File: src/rtl/bcd_char_serializer_if.sv
// Character-frame bus between the BCD converter, the serializer and the text renderer.
// The slave modport is the serializer's view; the master modport drives loads and accepts characters.
interface bcd_char_serializer_if #(
    parameter int DIGITS = 6,
    parameter int DP_W   = 4
);
    logic                  load_i;
    logic [4*DIGITS-1:0]   dat_bcd_i;
    logic                  neg_i;
    logic [DP_W-1:0]       dp_pos_i;
    logic [7:0]            char_o;
    logic                  char_valid_o;
    logic                  char_ready_i;
    logic                  first_o;
    logic                  last_o;

    modport master (
        output load_i, dat_bcd_i, neg_i, dp_pos_i, char_ready_i,
        input  char_o, char_valid_o, first_o, last_o
    );

    modport slave (
        input  load_i, dat_bcd_i, neg_i, dp_pos_i, char_ready_i,
        output char_o, char_valid_o, first_o, last_o
    );
endinterface

File: src/rtl/bcd_char_serializer.sv
// Turns a latched BCD readout into an ASCII frame: sign, digits MSB first, optional decimal point.
// Define BCD_CHAR_ZERO_BLANK_EN to blank leading zeros to the left of the decimal point.
module bcd_char_serializer #(
    parameter int DIGITS = 6,
    parameter int DP_W   = 4
) (
    input  logic                  clk_i,
    input  logic                  rst_n_i,
    bcd_char_serializer_if.slave  bus,
    output logic                  busy_o,
    output logic                  overrun_o
);
    typedef enum logic [2:0] {IDLE, SIGN, DIGIT, POINT, DRAIN} state_t;

    state_t              state;
    state_t              state_nxt;
    logic [4*DIGITS-1:0] dat_q;
    logic                neg_q;
    logic [3:0]          dp_q;
    logic [3:0]          dp_clamped;
    logic [3:0]          idx;
    logic [3:0]          idx_nxt;
    logic [3:0]          cur_digit;
    logic                transfer;
    logic                load_ok;
`ifdef BCD_CHAR_ZERO_BLANK_EN
    logic                nz_seen;
    logic                nz_nxt;
`endif

    // A point position past the top digit would never be reached, so pin it to the leftmost slot.
    assign dp_clamped = (32'(bus.dp_pos_i) >= 32'(DIGITS)) ? 4'(DIGITS - 1) : 4'(bus.dp_pos_i);
    assign transfer   = bus.char_valid_o && bus.char_ready_i;
    assign load_ok    = (state == IDLE) && bus.load_i;

    always_comb begin
        cur_digit = 4'd0;
        for (int k = 0; k < DIGITS; k++) begin
            if (idx == 4'(k)) cur_digit = dat_q[4*k +: 4];
        end
    end

    always_ff @(posedge clk_i or negedge rst_n_i) begin
        if (!rst_n_i) begin
            state     <= IDLE;
            idx       <= 4'd0;
            dat_q     <= '0;
            neg_q     <= 1'b0;
            dp_q      <= 4'd0;
            overrun_o <= 1'b0;
`ifdef BCD_CHAR_ZERO_BLANK_EN
            nz_seen   <= 1'b0;
`endif
        end else begin
            state     <= state_nxt;
            idx       <= idx_nxt;
            overrun_o <= bus.load_i && (state != IDLE);
`ifdef BCD_CHAR_ZERO_BLANK_EN
            nz_seen   <= nz_nxt;
`endif
            if (load_ok) begin
                dat_q <= bus.dat_bcd_i;
                neg_q <= bus.neg_i;
                dp_q  <= dp_clamped;
            end
        end
    end

    always_comb begin
        state_nxt        = state;
        idx_nxt          = idx;
        bus.char_o       = 8'h00;
        bus.char_valid_o = 1'b0;
        bus.first_o      = 1'b0;
        bus.last_o       = 1'b0;
        busy_o           = 1'b0;
`ifdef BCD_CHAR_ZERO_BLANK_EN
        nz_nxt           = nz_seen;
`endif
        case (state)
            IDLE: begin
                if (bus.load_i) begin
                    state_nxt = SIGN;
                    idx_nxt   = 4'(DIGITS - 1);
`ifdef BCD_CHAR_ZERO_BLANK_EN
                    nz_nxt    = 1'b0;
`endif
                end
            end
            SIGN: begin
                bus.char_valid_o = 1'b1;
                busy_o           = 1'b1;
                bus.first_o      = 1'b1;
                bus.char_o       = neg_q ? 8'h2D : 8'h20;
                if (transfer) state_nxt = DIGIT;
            end
            DIGIT: begin
                bus.char_valid_o = 1'b1;
                busy_o           = 1'b1;
                bus.last_o       = (idx == 4'd0);
                bus.char_o       = (cur_digit > 4'd9) ? 8'h3F : {4'h3, cur_digit};
`ifdef BCD_CHAR_ZERO_BLANK_EN
                // Digit 0 and anything at or right of the point always show as numerals.
                if (!nz_seen && cur_digit == 4'd0 && idx > dp_q && idx != 4'd0) bus.char_o = 8'h20;
                if (transfer && bus.char_o != 8'h20) nz_nxt = 1'b1;
`endif
                if (transfer) begin
                    if (idx == 4'd0) begin
                        state_nxt = DRAIN;
                    end else if (dp_q != 4'd0 && idx == dp_q) begin
                        state_nxt = POINT;
                    end else begin
                        idx_nxt = idx - 4'd1;
                    end
                end
            end
            POINT: begin
                bus.char_valid_o = 1'b1;
                busy_o           = 1'b1;
                bus.char_o       = 8'h2E;
                if (transfer) begin
                    idx_nxt   = idx - 4'd1;
                    state_nxt = DIGIT;
                end
            end
            DRAIN: state_nxt = IDLE;
            default: state_nxt = IDLE;
        endcase
    end
endmodule

File: src/flat_wrapper.sv
// flat-port wrapper written by rule: the top's interface ports become plain ports
module bcd_char_serializer_flat 
#(
    parameter int DIGITS = 6,
    parameter int DP_W   = 4
)
  (clk_i, rst_n_i, busy_o, overrun_o, bus_load_i, bus_dat_bcd_i, bus_neg_i, bus_dp_pos_i, bus_char_ready_i, bus_char_o, bus_char_valid_o, bus_first_o, bus_last_o);
  bcd_char_serializer_if #(.DIGITS(DIGITS), .DP_W(DP_W)) bus_i ();
  input  logic clk_i;
  input  logic rst_n_i;
  output logic busy_o;
  output logic overrun_o;
  input wire logic [$bits(bus_i.load_i)-1:0] bus_load_i;
  input wire logic [$bits(bus_i.dat_bcd_i)-1:0] bus_dat_bcd_i;
  input wire logic [$bits(bus_i.neg_i)-1:0] bus_neg_i;
  input wire logic [$bits(bus_i.dp_pos_i)-1:0] bus_dp_pos_i;
  input wire logic [$bits(bus_i.char_ready_i)-1:0] bus_char_ready_i;
  output wire logic [$bits(bus_i.char_o)-1:0] bus_char_o;
  output wire logic [$bits(bus_i.char_valid_o)-1:0] bus_char_valid_o;
  output wire logic [$bits(bus_i.first_o)-1:0] bus_first_o;
  output wire logic [$bits(bus_i.last_o)-1:0] bus_last_o;
  assign bus_i.load_i = bus_load_i;
  assign bus_i.dat_bcd_i = bus_dat_bcd_i;
  assign bus_i.neg_i = bus_neg_i;
  assign bus_i.dp_pos_i = bus_dp_pos_i;
  assign bus_i.char_ready_i = bus_char_ready_i;
  assign bus_char_o = bus_i.char_o;
  assign bus_char_valid_o = bus_i.char_valid_o;
  assign bus_first_o = bus_i.first_o;
  assign bus_last_o = bus_i.last_o;
  bcd_char_serializer #(.DIGITS(DIGITS), .DP_W(DP_W)) u_core (.clk_i(clk_i), .rst_n_i(rst_n_i), .bus(bus_i), .busy_o(busy_o), .overrun_o(overrun_o));
endmodule
File: config.mk
export PLATFORM = sky130hd
export DESIGN_NAME = bcd_char_serializer_flat
export DESIGN_NICKNAME = d
export VERILOG_FILES = /design/src/rtl/bcd_char_serializer_if.sv /design/src/rtl/bcd_char_serializer.sv /design/src/flat_wrapper.sv
export SDC_FILE = /design/constraint.sdc
export NUM_CORES = 1
export LEC_CHECK = 0
export ABC_AREA = 1
export BUFFER_PORTS_ARGS = -buffer_cell sky130_fd_sc_hd__buf_2
export CAP_MARGIN = 20
export CORE_ASPECT_RATIO = 0.75
export CORE_MARGIN = 5
export CORE_UTILIZATION = 58
export CTS_CLUSTER_SIZE = 25
export DETAILED_ROUTE_END_ITERATION = 10
export PLACE_DENSITY = 0.86
export SYNTH_ARGS = -nofsm -noshare
export SYNTH_HDL_FRONTEND = slang
export SYNTH_SLANG_ARGS = --single-unit
File: constraint.sdc
create_clock -name clk_i -period 4.44 [get_ports clk_i]
set_input_delay 0.666 -clock clk_i [delete_from_list [all_inputs] [get_ports clk_i]]
set_output_delay 0.666 -clock clk_i [all_outputs]
set_load 0.1 [all_outputs]
== After elaboration in Yosys (flattened, before gate mapping) ==
Cells that the tools add are included.
Word-level totals
  input port bits: 33
  flip-flop bits (word level): 37
Operators by class
  muxes and demuxes: 25
  reduce and logical (&&, ||, !) cells: 13
  eq/ne operators: 16
  add/sub/neg operators: 1
  $lt $le $gt $ge: 2
Operator list (number)
  4-bit two-way mux: 14
  8-bit one-hot mux with 3 select lines: 1
  3-bit two-way mux: 5
  4-bit one-hot mux with 3 select lines: 1
  3-bit one-hot mux with 3 select lines: 1
  4-bit by 2-bit == test with 1-bit output (second input constant): 2
  4-bit by 3-bit == test with 1-bit output (second input constant): 2
  3-bit by 2-bit == test with 1-bit output (second input constant): 2
  2-bit by 1-bit inequality test with 1-bit output (second input constant): 3
  2-bit inequality test (second input constant): 3
  6-bit AND reduction: 1
  3-bit nonzero test: 2
  4-bit by 1-bit == test with 1-bit output (second input constant): 1
  4-bit == test: 1
  4-bit by 3-bit >= comparator with 1-bit output (second input constant): 1
  4-bit greater-than comparator (second input constant): 1
  1-bit logical AND: 4
  4-bit zero test: 1
  4-bit AND reduction: 1
  4-bit nonzero test: 1
  4-bit by 1-bit subtractor with 4-bit output (second input constant): 1
  3-bit by 1-bit == test with 1-bit output (second input constant): 1
  3-bit zero test: 1
  1-bit two-way mux: 3
  3 further kinds: 3

== Depth between registers and ports, before layout ==
  depth after elaboration: 10
  mapped depth: 14
  mapped depth without buffers: 14

== Worst setup path after synthesis ==
No wires, ideal clock.
  path type: register -> output
  start: register u_core.state[2]
  end: output port bus_char_o[0]
  required time: 3774 ps
  path buffers: 0
  stages on the path, launching flop included: 4
  slack: 365 ps
  arrival time: 3409 ps
  path through: dfrtp_1 > nor3_1 > nand2_1 > nand2_1
On the way
  cells in the longest elaborated chain, start to end: 2
Ends and longest elaborated chain
  from (decl): line bcd_char_serializer.sv:15  | state_t state;
  from (signal assigned): line bcd_char_serializer.sv:55  | state <= state_nxt;
  3-bit by 2-bit == test with 1-bit output / 3-bit by 1-bit == test with 1-bit output (equally long branches): line bcd_char_serializer.sv:80  | case (state)
  8-bit one-hot mux with 3 select lines *: line bcd_char_serializer.sv:80
  to (decl): line flat_wrapper.sv:18  | output wire logic [$bits(bus_i.char_o)-1:0] bus_char_o;
Every way passes the cells marked *; elsewhere a longest branch is shown, timed or not.

== Worst setup path in the final report ==
  start: register u_core.idx[2]
  end: output port bus_char_o[1]
On the way
  cells in the longest elaborated chain, start to end: 10
Ends and longest elaborated chain
  from (decl): line bcd_char_serializer.sv:21  | logic [3:0] idx;
  from (signal assigned): line bcd_char_serializer.sv:56  | idx <= idx_nxt;
  4-bit zero test: line bcd_char_serializer.sv:39  | if (idx == 4'(k)) cur_digit = dat_q[4*k +: 4];
  4-bit two-way mux (5 in series): line bcd_char_serializer.sv:39
  4-bit two-way mux *: line bcd_char_serializer.sv:39
  4-bit greater-than comparator: line bcd_char_serializer.sv:101  | bus.char_o = (cur_digit > 4'd9) ? 8'h3F : {4'h3, cur_digit};
  4-bit two-way mux *: line bcd_char_serializer.sv:101
  8-bit one-hot mux with 3 select lines *: line bcd_char_serializer.sv:80
Marked as above.

==> impl_table.tex <==
\begin{tabular}{lr}
\hline
Metric & Value \\
\hline
\multicolumn{2}{l}{\textbf{Floorplanning}} \\
\quad Initial Utilization & 60.6\% \\
\quad Height of the die & just over 60 um \\
\quad Standard-cell rows & 18 \\
\quad Die width & about 80 um \\
\quad Die Outline Area & $\sim$0.0048 mm\^{}2 \\
\quad IO Count & between 40 and 50 \\
\quad Core area & between 0.003 and 0.004 mm\^{}2 \\
\multicolumn{2}{l}{\textbf{Synthesis}} \\
\quad Netlist area before placement & roughly 0.002 mm\^{}2 \\
\quad Yosys warnings & 0 \\
\quad Fraction of synthesized cell area taken by the top area cell type & a little under half \\
\quad Main synth FF type & dfrtp\_1 \\
\quad Synth area leaders & dfrtp\_1, nand2\_1, inv\_1 \\
\quad Synthesized area divided by synthesized cell count & slightly above 7 um\^{}2 \\
\quad Synth unique cells & 29 \\
\quad Commonest cells in the synthesized netlist & nand2\_1, dfrtp\_1, inv\_1, nor2\_1, nand3\_1 \\
\quad Most frequent cell after synthesis & nand2\_1 \\
\quad Sequential area share after synthesis & around 46\% \\
\quad Flops \& latches, synth & 37 \\
\quad Yosys top cell by area & dfrtp\_1 \\
\quad Ys async rst share & 100\% \\
\quad Count of flip-flops with a built-in enable after synthesis & 0 \\
\quad Gate count of the mapped netlist & 280 \\
\multicolumn{2}{l}{\textbf{STA}} \\
\quad Total setup violations reported at the end of the flow & 0 \\
\quad Hold violation total from the final report & 0 \\
\quad Worst slew margin & a little under half \\
\quad Post-route worst setup slack & 1.18 ns \\
\quad Final setup TNS & 0 ns \\
\quad Worst-margin pin slew & between 0.7 and 0.8 ns \\
\quad Upper clock frequency limit & 0.307 GHz \\
\quad Final worst path period need & 3.26 ns \\
\quad Pins over their slew limit & 0 \\
\quad Worst clock skew on the final layout & $\sim$0.0055 ns \\
\quad RSZ-0062 raised after global routing & no \\
\quad Portion of the clock cycle consumed by the worst path in the final layout & roughly 73\% \\
\multicolumn{2}{l}{\textbf{Global routing}} \\
\quad Total Routing Usage GR & 21.0\% \\
\quad Number of global-route vias before repair & around 1700 \\
\quad Maximum number of pins on one net before global-route repair & 38 \\
\quad Number of antenna violations at the first check in global routing & 0 \\
\quad Overflow left after global routing & 0 \\
\quad First-pass GRT wire length & 7.76 mm \\
\multicolumn{2}{l}{\textbf{Clock tree}} \\
\quad Clock tree buffer depth & 2 \\
\quad Root cell of the clock tree & clkbuf\_8 \\
\quad Clock-pin slew reported for the worst setup and hold paths after clock tree synthesis & around 0.080 ns \\
\quad TritonCTS clock tree & built \\
\quad Resized Gates After CTS & 0 \\
\quad Number of CTS-inserted buffers & 5 \\
\quad Post-CTS Hold Buffers & 0 \\
\quad Clock latency reported for the late side of the worst-skew pair & just under 0.3 ns \\
\quad Clock tree sinks & 37 \\
\quad CTS H-tree lvls & 2 \\
\quad Post-CTS Repair Setup Buffers & 0 \\
\multicolumn{2}{l}{\textbf{Drt}} \\
\quad Routed Wire Length & about 4.6 mm \\
\quad Violation count after the first detailed-routing iteration & 185 \\
\quad Via count & 1854 \\
\quad Routed length per placed instance & approximately 13 um \\
\quad Routed Antenna Nets & 0 \\
\quad Ratio of routed vias to standard cells & slightly above 5 \\
\quad Count of TritonRoute iterations in the first routing pass & 4 \\
\quad Detailed-route DRC error count & 0 \\
\multicolumn{2}{l}{\textbf{Run status}} \\
\quad Result of the run & completed \\
\multicolumn{2}{l}{\textbf{Setup path}} \\
\quad Worst-path cell chain & nor2\_2, nand2\_1, inv\_1, nand2\_1, nand2\_1, inv\_1, nand2\_1, a21oi\_1, nand2\_1, nand2\_2, a21oi\_1, buf\_2 \\
\quad Required time of the worst setup path & 3.77 ns \\
\quad Data arrival, critical path & 2.59 ns \\
\quad Maximum net fanout on the critical path & 11 \\
\quad Highest cell delay on the worst timing path & 0.48 ns \\
\quad Sort of element at the end of the critical path & output port \\
\quad Nature of the critical path startpoint & register \\
\quad Library cell appearing most often on the critical path & nand2\_1 \\
\quad Critical path class & register to output port \\
\quad Library cell contributing the largest single delay on the critical path & dfrtp\_1 \\
\multicolumn{2}{l}{\textbf{Place}} \\
\quad Setup WS pre-CTS & about 1.5 ns \\
\quad Number of buffers inserted by port buffering & 43 \\
\quad Total half-perimeter wirelength after legalization and detailed placement & around 3.4 mm \\
\quad Final RePlAce weighted congestion & roughly 0.95 \\
\multicolumn{2}{l}{\textbf{Finish}} \\
\quad Share of final-layout standard cells stronger than drive strength 1 & between 10\% and 20\% \\
\quad Antenna cell count & 0 \\
\quad Area growth, synth to finish & 17.8\% \\
\quad Total number of nets in the final design & between 300 and 400 \\
\multicolumn{2}{l}{\textbf{Flow run}} \\
\quad Max-cap viol count & 0 \\
\multicolumn{2}{l}{\textbf{Min path}} \\
\quad Worst min-delay path category & input pin to asynchronous set/reset pin \\
\hline
\end{tabular}
## metal layers
layer	track usage, %	share of wire [%]	vias to the layer above	wire [um]
li1	-	-	952	-
met1	29.7	50	822	2320
met2	32.1	41	69	1920
met3	4.53	6.9	11	318
met4	8.73	1.6	0	72
met5	0	0	-	0
## through the flow
step	hold slack, ns	instance area [um^2]	utilization (%)	instances
global placement	0.447	2250	67.4	356
CTS	0.470	2380	71.4	364
floorplan	0.370	2020	-	281
detailed placement	0.452	2250	67.4	356
global route	0.503	2380	71.4	364
finish	0.454	2380	71.4	364
## layout by cell type (no fill, tap or decap)
cell type	count
clkinv_2	1
a21o_1	1
nand2_4	1
o21ai_1	1
nand4_1	3
or2_2	2
nor2_2	3
nor2_1	15
nor3_2	1
xor2_1	2
o21ai_2	1
dfrtp_1	37
clkbuf_8	5
bufinv_16	2
inv_2	2
buf_2	43
inv_1	31
o22ai_1	3
a21oi_1	10
nor4_1	1
nand3_1	14
nand3b_1	2
or2_0	1
nand2_1	116
nor3_1	5
conb_1	2
nand2_2	2
buf_4	1
ha_1	4
o21ai_0	12
## kinds of logic after synthesis
| kind of cell | share of synthesized area [%] |
|---|---|
| DFF | 45.8 |
| AOI/OAI and AO/OA | 7.43 |
| other | 0.186 |
| and+or+nand+nor | 34.4 |
| buffers and inverters | 8.79 |
| adders and majority gates | 2.48 |
| xor gates and xnor gates | 0.867 |
## path summary, 6_finish.rpt
| check | start | cells past startpoint | to | slack (ns) |
|---|---|---|---|---|
| worst max-delay path | u_core.idx[2] | 12 | bus_char_o[1] | 1.18 |
| worst min-delay path | rst_n_i | 1 | u_core.idx[1] | 0.45 |
| worst max register to register | u_core.idx[1] | 9 | u_core.state[0] | 2.45 |
| worst min register to register | u_core.dat_q[10] | 2 | u_core.dat_q[10] | 0.47 |
| max in group asynchronous | rst_n_i | 1 | u_core.dat_q[19] | 3.49 |
| min in group clk_i | u_core.dat_q[10] | 2 | u_core.dat_q[10] | 0.47 |
## state kept, by name, indices dropped and copies added, names as in the netlist
signal            count
u_core.dat_q         24
u_core.dp_q           4
u_core.idx            4
u_core.state          3
u_core.neg_q          1
u_core.overrun_o      1
## final cells by class
class	count	area, um^2
repair buffers	44	223
clock buffers	5	68.8
inverters	33	124
clock inverters	3	65.1
flip-flops and latches	37	926
multi-input cells	202	923
fillers	276	953
well taps	40	50.0
## worst max-delay path, delay by kind of cell (launching register included)
family	cells	cell delay, ns
simple gates	7	0.98
buf+inv	3	0.62
flops	1	0.48
compound gates	2	0.22
Power is left out: the tool's default activity adds up to more than one toggle a clock period on the data nets, which glitch-free logic cannot reach.
